`src/rtl/gray_counter.sv`:
```
// Binary up/down counter with a registered Gray-code image of the count.
// The Gray output moves one bit per count step, so it is safe to sample from another clock domain.
module gray_counter #(
   parameter int unsigned WIDTH = 4
) (
   input  logic             clk,
   input  logic             rst,
   input  logic             en,
   input  logic             up,
   input  logic             load,
   input  logic [WIDTH-1:0] load_bin,
   output logic [WIDTH-1:0] bin,
   output logic [WIDTH-1:0] gray,
   output logic             wrap
);

   localparam logic [WIDTH-1:0] MAX_VAL  = '1;
   localparam logic [WIDTH-1:0] ZERO_VAL = '0;
   localparam logic [WIDTH-1:0] ONE_VAL  = WIDTH'(1);

   logic [WIDTH-1:0] bin_next;
   logic [WIDTH-1:0] gray_next;
   logic             wrap_next;

   // Next count: load beats enable, enable beats hold.
   always_comb begin
      bin_next  = bin;
      wrap_next = 1'b0;
      if (load) begin
         bin_next = load_bin;
      end else if (en) begin
         if (up) begin
            bin_next  = bin + ONE_VAL;
            wrap_next = (bin == MAX_VAL);
         end else begin
            bin_next  = bin - ONE_VAL;
            wrap_next = (bin == ZERO_VAL);
         end
      end
   end

   // Gray is encoded from the next count so it lands in the same cycle as bin.
   always_comb begin
      gray_next = bin_next ^ (bin_next >> 1);
   end

   always_ff @(posedge clk or posedge rst) begin
      if (rst) begin
         bin  <= '0;
         gray <= '0;
         wrap <= 1'b0;
      end else begin
         bin  <= bin_next;
         gray <= gray_next;
         wrap <= wrap_next;
      end
   end

endmodule

```
`config.mk`:
```
export PLATFORM = sky130hd
export DESIGN_NAME = gray_counter
export DESIGN_NICKNAME = d
export VERILOG_FILES = /design/src/rtl/gray_counter.sv
export SDC_FILE = /design/constraint.sdc
export NUM_CORES = 1
export LEC_CHECK = 0
export CAP_MARGIN = 20
export CORE_AREA = 5 5 42 44
export CTS_CLUSTER_SIZE = 40
export DETAILED_ROUTE_END_ITERATION = 7
export DIE_AREA = 0 0 47 49
export GPL_TIMING_DRIVEN = 1
export PLACE_DENSITY = 0.78
export SYNTH_ARGS = -nofsm -noshare
export SYNTH_HDL_FRONTEND = slang
export SYNTH_SLANG_ARGS = --single-unit
```
`constraint.sdc`:
```
create_clock -name clk -period 2 [get_ports clk]
set_clock_uncertainty 0.15 [all_clocks]
set_input_delay 0.4 -clock clk [delete_from_list [all_inputs] [get_ports clk]]
set_output_delay 0.4 -clock clk [all_outputs]
set_load 0.02 [all_outputs]
```
==> run summary <==
The flow ran to the end, and the final reports show no timing, DRC or antenna violations. The setup path with the least slack is of type flip-flop to output port. TritonCTS built the clock tree.

Among all flip-flop cells after synthesis, the most frequent one is sky130_fd_sc_hd__dfrtp_1. In this run the core area contains 14 standard-cell rows. The fraction of final layout cells with drive strength greater than 1 is 0.217.

For this run, the total global-route usage over all layers was measured as 0.100. The post-CTS setup-driven buffer insertion count came out at 0. The worst hold path belongs to the class input pin to asynchronous set/reset pin. The initial antenna violation count is 0. Counting along the longest clock path gives a buffer depth of 2. The share of the synthesized area in the top cell type came out at 0.438. In this run the power density over the cells is just over 800 nW/um^2. Sorting the synthesized cells by how often they occur yields sky130_fd_sc_hd__dfrtp_1, sky130_fd_sc_hd__nor2_1, sky130_fd_sc_hd__xnor2_1. The worst ir drop on vdd came out at 0.407 mV. The vias after detailed routing is 404. STA classifies the critical path endpoint as an output port.

The share of power burned in combinational logic came out at 0.436. The number of antenna diodes in the final layout is 0. The average instance area after synthesis came out at roughly 11 um^2. The level count of the clock H-tree came out at 1. The number of global-route vias before repair is about 400. For the pin with the worst max-slew slack, the measured transition is 300 ps. The highest net fanout along the worst path is 5. The synthesized netlist net count is 55. The floorplan step defined a die boundary enclosing ~2300 um^2.

At the worst endpoint, the required time is about 1500 ps. The normalized max-slew margin came out at 0.800. The summed instance area of the synthesized netlist is between 400 and 500 um^2.

The time the worst path needs with I/O delays and setup is 1920 ps. The cell with the largest stage delay on the worst path is sky130_fd_sc_hd__clkdlybuf4s50_1. The cell sitting at the root of the clock tree is a sky130_fd_sc_hd__clkbuf_4. The final max-slew violation count is 0. After detailed routing, the average wire length per cell comes to about 12 um. The number of buffers inserted by port buffering came out at 17. The final sum of negative setup slack is 0 ps.

The share of power burned in the clock network came out at 0.202. The count of nets left with antenna violations once routing finished came out at 0. The sequential cell fraction of total power came out at 0.361. Setup repair after global routing left no endpoint under its margin. The number of clock sinks came out at 8.

The pin count of the biggest net entering global routing came out at 9. Grouping stages by cell kind, the critical path spends the most delay in buffers and inverters. The Yosys warning count came out at 0. The number of fill cells is roughly 140.

At the end of routability-driven placement, the weighted congestion stood at 0.653. The final-report hold violation count is 0. The number of detailed-route iterations in the first pass is 4.

The setup slack after layout is just under 80 ps. In this design, the stage delay of the slowest critical-path cell is roughly 600 ps. The register area share after synthesis came out at 0.438. Across the whole layout, storage elements account for 200 um^2.

The number of enable flip-flop cells after synthesis came out at 0. After synthesis, the cell types taking the most area are sky130_fd_sc_hd__dfrtp_1, sky130_fd_sc_hd__xnor2_1, sky130_fd_sc_hd__ha_1. The starting density of the core is 0.326. The total of flip-flops plus latches after synthesis came out at 8. For the worst-skew pair, the clock arrives at the later sink with an insertion delay of approximately 250 ps. The leakage power total is roughly 0.33 nW. Together, buffers and inverters on the worst path number 2.

The total number of nets in the final design came out at 83. The internal power is approximately 0.41 mW. The fraction of the cycle the final worst path needs came out at 0.961. The count of routing violations after the opening detailed-route iteration came out at 4. The gate count of the mapped netlist is 43. The critical path goes through buf_4 > clkdlybuf4s50_1. The switching power of the nets is around 0.2 mW. The height of the die came out at roughly 49 um.

The placed wire-length estimate after detailed placement is about 840 um. The total congestion overflow after global routing is 0. The area of the core came out at around 1400 um^2. For this block, the routed nets add up to approximately 1000 um of wire. The number of cells in the design after placement is 82. The cell with the most instances after synthesis is sky130_fd_sc_hd__dfrtp_1. The DRC violation count after routing is 0.

Relative to the synthesized area, the layout overhead comes to 59.5%. The number of buffers created by CTS is 3. The horizontal die dimension is about 47 um.

Of the total power, the share spent switching nets is 0.331. The CTS clock-pin slew for the worst setup and hold paths came out at 60 ps. The async set-reset flop share out of synthesis is 1.00. The routed via count divided by cell count is around 4.8. The setup slack after placement is -420 ps. The setup violation total in the final timing report is 0. The count of maximum capacitance violations came out at 0. The critical path data arrival time came out at 1370 ps. The peak clock frequency supported by timing is around 520 MHz.

The startpoint kind of the worst setup timing path is a flip-flop. The multi-input logic area is around 250 um^2. The global-route wire length before repair is approximately 1600 um. The post-synthesis cell type with the largest combined area is sky130_fd_sc_hd__dfrtp_1. The count of placed standard cells in the final layout, fillers left out is 85. The distinct cell type count after synthesis is 22. 18 I/O pins were placed.
[worst reg2reg max path: cells and delay by family, from the launching register on]
kind / cells / cell delay [ps]
XOR/XNOR: 1 / 150
adder cells (fa/ha/maj): 1 / 310
flip-flops: 1 / 440
AND/OR/NAND/NOR: 3 / 640
[stage by stage]
stage / total power [mW] / area (um^2) / hold slack, ps / utilization
detailed placement: 0.482 / 692 / 515 / 0.494
global route: 0.645 / 728 / 266 / 0.520
floorplan: 0.353 / 457 / 65.7 / -
global placement: 0.475 / 692 / 503 / 0.494
CTS: 0.614 / 728 / 240 / 0.520
finish: 0.606 / 728 / 240 / 0.520
[state kept, by name (all words and copies together), names as in the netlist]
register,flops
bin,4
wrap,1
gray,3
[layout by cell type, fill, tap and decap left out, drive strengths merged]
| cell type | count |
|---|---|
| fa | 1 |
| dfrtp | 8 |
| a22o | 1 |
| or4 | 1 |
| or2b | 1 |
| ha | 2 |
| nand3 | 1 |
| nand2 | 2 |
| or3 | 1 |
| o21ai | 2 |
| nor2 | 4 |
| dlygate4sd2 | 1 |
| mux2i | 2 |
| xnor2 | 4 |
| a21oi | 2 |
| and3 | 1 |
| a31oi | 1 |
| buf | 8 |
| clkbuf | 3 |
| xor2 | 2 |
| inv | 3 |
| clkdlybuf4s50 | 16 |
| and4b | 1 |
| a211oi | 1 |
[power groups by stage]
stage / clock network, mW / registers, mW / logic, mW
2_1_floorplan: 0 / 0.260 / 0.0936
3_3_place_gp: 0 / 0.220 / 0.254
3_5_place_dp: 0 / 0.221 / 0.261
4_1_cts: 0.126 / 0.220 / 0.268
5_1_grt: 0.136 / 0.224 / 0.285
6_report: 0.123 / 0.219 / 0.264
[what timing repair did]
item,CTS,global route
hold buffers,0,0
endpoints found under the setup margin,4,0
gates resized for setup,4,0
[path summary, 6_finish.rpt]
check	startpoint	to	slack (ps)	cells past startpoint
max	bin[0]	bin[0]	80	2
min	rst	wrap	240	2
max reg2reg	bin[2]	gray[2]	180	5
min reg2reg	bin[3]	wrap	570	2
max in group asynchronous	rst	bin[0]	1230	2
min in group clk	bin[3]	wrap	570	2
[layer usage]
| metal | vias to the layer above | GRT usage | part of all wire | wire length [um] |
|---|---|---|---|---|
| met5 | - | 0 | 0 | 0 |
| met4 | 0 | 0.0553 | 0.014 | 14 |
| met2 | 13 | 0.152 | 0.50 | 505 |
| li1 | 201 | - | - | - |
| met1 | 188 | 0.117 | 0.41 | 410 |
| met3 | 2 | 0.0369 | 0.081 | 82 |
[kinds of logic (layout without fill, tap and decap cells)]
| group | Yosys count | after routing | share of synthesized area |
|---|---|---|---|
| AOI/OAI and AO/OA | 7 | 7 | 0.0931 |
| xor gates and xnor gates | 6 | 6 | 0.115 |
| adders and majority gates | 3 | 3 | 0.0986 |
| buffers and inverters | 5 | 31 | 0.0575 |
| DFF | 8 | 8 | 0.438 |
| muxes | 2 | 2 | 0.0438 |
| and+or+nand+nor | 12 | 12 | 0.153 |
[layout make-up]
| cell class | instances | share of cell area |
|---|---|---|
| multi-input cells | 30 | 0.337 |
| well taps | 16 | 0.0275 |
| inverters | 3 | 0.0155 |
| flip-flops and latches | 8 | 0.275 |
| clock buffers | 3 | 0.0309 |
| repair buffers | 25 | 0.314 |
Power figures use the tool's default switching activity.
==> RTL change 1: new RTL, same flow settings <==
Register the inputs `en`, `up`, `load` and `load_bin` before use. The logic sees them one clock later. Comments in the files are not updated.
--- a/src/rtl/gray_counter.sv
+++ b/src/rtl/gray_counter.sv
@@ -18,6 +18,18 @@
    localparam logic [WIDTH-1:0] ZERO_VAL = '0;
    localparam logic [WIDTH-1:0] ONE_VAL  = WIDTH'(1);
 
+   logic en_q;
+   logic up_q;
+   logic load_q;
+   logic [WIDTH-1:0] load_bin_q;
+
+   always_ff @(posedge clk) begin
+      en_q       <= en;
+      up_q       <= up;
+      load_q     <= load;
+      load_bin_q <= load_bin;
+   end
+
    logic [WIDTH-1:0] bin_next;
    logic [WIDTH-1:0] gray_next;
    logic             wrap_next;
@@ -26,10 +38,10 @@
    always_comb begin
       bin_next  = bin;
       wrap_next = 1'b0;
-      if (load) begin
-         bin_next = load_bin;
-      end else if (en) begin
-         if (up) begin
+      if (load_q) begin
+         bin_next = load_bin_q;
+      end else if (en_q) begin
+         if (up_q) begin
             bin_next  = bin + ONE_VAL;
             wrap_next = (bin == MAX_VAL);
          end else begin
Behaviour: not the same (Yosys sat finds a counterexample within 4 cycles, from zero or initial values and one cycle with rst high).
==> RTL change 1 against the unedited design <==
Sequential cell count up 7. Combinational power down 9.1%. Clock power up 37%. Non-clock buffer count down 6. Cell area up 13%. Power up 29%. Worst setup slack worse by 16 ps. Via count up 5.0%. Core utilization up 6.5 points. Wire length up 12%. Synthesized area up 31%. Sequential power up 69%. Largest power group is now registers.
==> RTL change 1: results (changes against the unedited design) <==
outcome=completed; Starting DRT DRC Count=2 (-2); Worst path max stage delay=650 ps (+50 ps); multiplexer share of the synthesized area=3.35% (-1.0 points); Clock transition at path regs=80 ps (+20 ps); GR Layer Usage met2=17.2% (+2.0 points); Post-Synth XOR/XNOR Area=8.81% (-2.7 points); final WL=1130 um (+12%); Final GP Congestion=0.762 (+17%); first-pass GRT wire length=1810 um (+10%); largest net degree at the start of global routing=10 (+1); number of global-route vias before repair=409 (+1.5%); GR Util All Layers=11.5% (+1.5 points); via count=424 (+5.0%); Critical R2R Launch=bin[1]; grt met3 use=6.64% (+3.0 points); share of cells above drive strength 1=9.86% (-12 points); met1 Track Usage GR=13.3% (+1.5 points); Filler cells=132 (-3.6%); Final Non-Filler Cells=87 (+2.4%); CP arrival=1390 ps (+20 ps); Async SR Flop Fraction=53.3% (-47 points); Compound-Gate Fraction of Synth Area=7.13% (-2.2 points); adder-cell area share of the yosys netlist=7.55% (-2.3 points); fin area=820 um2 (+13%); DP Area=787 um2 (+14%); Reg2Reg Setup Slack=140 ps (-40 ps); leak pwr=0.381 nW (+16%); Post-Synthesis Net Count=62 (+13%); clock latency on the worst-skew pair=280 ps (+30 ps); Unique masters post-synth=23 (+4.5%); final net count=84 (+1.2%); Max VDD drop=0.455 mV (+12%); pre-CTS WS=121 ps (+541 ps); hpwl dp=918 um (+9.6%); synth cell count leaders=dfrtp_1, dfxtp_1, nor2_1, xnor2_1, inv_1; Worst Tran Pin Value=349 ps (+49.0 ps); dpl cells=83 (+1.2%); top post-synthesis cells by area=dfrtp_1, dfxtp_1, xnor2_1, ha_1, fa_1; Regs by FF count=bin: 4 flops, load_bin_q: 4 flops, gray: 3 flops
==> RTL change 1: cell count changes in the layout (fill, tap and decap cells not counted), sizes merged <==
cell / delta
clkdlybuf4s50: -1
dfxtp: +7
dlygate4sd2: -1
clkbuf: +1
buf: -6
dlymetal6s2s: +2
==> RTL change 1: layer usage <==
metal  part of all wire [%]  wire length (um)  up-vias
li1                       -                 -      210
met1                     37               418      195
met2                     53               600       17
met3                    9.0               102        2
met4                   0.71                 8        0
met5                      0                 0        -
==> RTL change 1: cell type report <==
| type | count | area share (%) |
|---|---|---|
| clock buffers | 4 | 3.21 |
| inverters | 3 | 1.37 |
| multi-input cells | 30 | 28.1 |
| flip-flops and latches | 15 | 41.7 |
| well taps | 16 | 2.44 |
| repair buffers | 19 | 23.2 |
==> RTL change 1: how the worst max path moves through the flow <==
stage          startpoint  endpoint  slack, ps
3_3_place_gp         up_q   gray[2]        170
4_1_cts            bin[1]    bin[1]         20
3_5_place_dp         up_q   gray[2]        120
2_1_floorplan      bin[2]   gray[2]        130
5_1_grt            bin[3]    bin[3]          7
6_report           bin[3]    bin[3]         60
==> RTL change 1: repair_timing <==
| action | CTS | global route |
|---|---|---|
| setup endpoints to repair | 0 | 3 |
| hold buffers | 0 | 0 |
| gates resized for setup | 0 | 3 |
==> RTL change 1: power groups by stage <==
stage / registers [mW] / logic [mW] / clock network, mW
6_report: 0.370 / 0.240 / 0.168
5_1_grt: 0.377 / 0.259 / 0.192
4_1_cts: 0.372 / 0.246 / 0.170
3_5_place_dp: 0.378 / 0.246 / 0
3_3_place_gp: 0.376 / 0.238 / 0
2_1_floorplan: 0.414 / 0.0931 / 0
==> RTL change 2: new RTL, same flow settings <==
Made on the original files. `WIDTH`: 4 -> 6.
--- a/src/rtl/gray_counter.sv
+++ b/src/rtl/gray_counter.sv
@@ -1,7 +1,7 @@
 // Binary up/down counter with a registered Gray-code image of the count.
 // The Gray output moves one bit per count step, so it is safe to sample from another clock domain.
 module gray_counter #(
-   parameter int unsigned WIDTH = 4
+   parameter int unsigned WIDTH = 6
 ) (
    input  logic             clk,
    input  logic             rst,
Ports: changed (resized bin, gray and load_bin); port bits go from 18 to 24. No check against the original RTL was run, so the function may have changed too.
==> RTL change 2 against the unedited design <==
Sequential power rose by 58%. Cell area up 54%. Clock power grew 55%. Wire length increased by 67%. Power up 77%. Sequential cell count is 4 higher. Hold slack gained 30 ps. Fmax decreased by 0.10%. Core utilization is 28 points higher. Worst setup slack worse by 2.0 ps. Synthesized area up 63%. Largest power group unchanged.
==> RTL change 2: results (changes against the unedited design) <==
port bufs=23 (+6); register area share after synthesis=40.3% (-3.6 points); adder-cell area share of the yosys netlist=9.40% (-0.47 points); Critical R2R Launch=bin[1]; CP max stage cell=dfrtp_2; crit path max fanout=5 (unchanged); multiplexer share of the synthesized area=7.89% (+3.5 points); Sw Share=35.3% (+2.2 points); hpwl dp=1350 um (+62%); diodes inserted=0 (unchanged); Worst Reg2Reg Path Length in Cells=7 (+2); Post-Synth XOR/XNOR Area=11.7% (+0.24 points); H-tree Lvls=1 (unchanged); delay-heaviest family, CP=multiplexers; Reg2Reg Setup Slack=80 ps (-100 ps); CTS Buf Count=3 (unchanged); Syn Inst Count=73 (+70%); number of global-route vias before repair=678 (+68%); largest family of logic cells by synthesized area=simple AND/OR/NAND/NOR gates; commonest register cell after synthesis=dfrtp_1; Clock transition at path regs=80 ps (+20 ps); initial antenna violation count=0 (unchanged); Unique masters post-synth=30 (+36%); relative slew slack=72.2% (-7.8 points); Reg-to-Reg End=gray[3]; hold slack final=270 ps (+29.8 ps); CP arrival=1970 ps (+600 ps); Worst Setup Path Type=reg -> reg; Post-CTS Setup Bufs=0 (unchanged); DR pass1 iterations=4 (unchanged); Sequential Power Share=32.3% (-3.8 points); outcome=completed; comb pwr=0.533 mW (+100%); pre-CTS WS=-544 ps (-124 ps); Yosys Warn Count=0 (unchanged); share of cells above drive strength 1=24.3% (+2.6 points); final WL=1690 um (+67%); DP Area=0.00105 mm2 (+51%); leak pwr=0.497 nW (+52%); Final GP Congestion=0.817 (+25%); Comb power frac=49.8% (+6.2 points); Tmin final=1920 ps (+1.97 ps); GR Util All Layers=17.2% (+7.2 points); post-route DRC violation count=0 (unchanged); Starting DRT DRC Count=3 (-1); top post-synthesis cells by area=dfrtp_1, xnor2_1, ha_1, inv_1, a21oi_1; CTS Buffer Depth=2 (unchanged); CTS Root Buffer Type=clkbuf_4; Post-Synthesis Net Count=89 (+62%); vias per inst=5.34 (+12%); Worst Hold Class=in -> async; Max VDD drop=0.556 mV (+37%); Final Non-Filler Cells=123 (+45%); Regs by FF count=bin: 6 flops, gray: 5 flops, wrap: 1 flops; Worst path max stage delay=450 ps (-150 ps); largest net degree at the start of global routing=13 (+4); synth cell count leaders=dfrtp_1, xnor2_1, inv_1, a21oi_1, nor2_1; Compound-Gate Fraction of Synth Area=11.1% (+1.8 points); first-pass GRT wire length=2860 um (+74%); clock latency on the worst-skew pair=270 ps (+20 ps)
## RTL change 2: cell count changes in the layout (fill, tap and decap cells not counted), sizes merged, moves of 2 or more
cell and change:
clkdlybuf4s50 +5, a21oi +4, dfrtp +4, inv +4
xnor2 +4, buf +2, clkbuf +2, ha +2
mux2 +2, nand3 +2, nand4 +2, nor3b +2
## RTL change 2: cell type report
class,count,area (um2)
Multi-Input combinational cell,51,437
Timing Repair Buffer,33,303
Sequential cell,12,302
Fill cell,104,278
Clock buffer,4,36.3
Inverter,7,26.3
Tap cell,16,20.0
## RTL change 2: routing by layer
metal,global-route usage [%],vias to the layer above,routed length (um)
met4,5.53,0,17
met1,20.2,315,620
li1,-,315,-
met3,6.27,4,162
met5,0,-,0
met2,28.1,23,892
## RTL change 2: timing repair
action,4_1_cts,5_1_grt
hold buffers,0,0
setup endpoints to repair,9,6
gates resized for setup,3,9
gates cloned,0,0
pin swaps,1,5
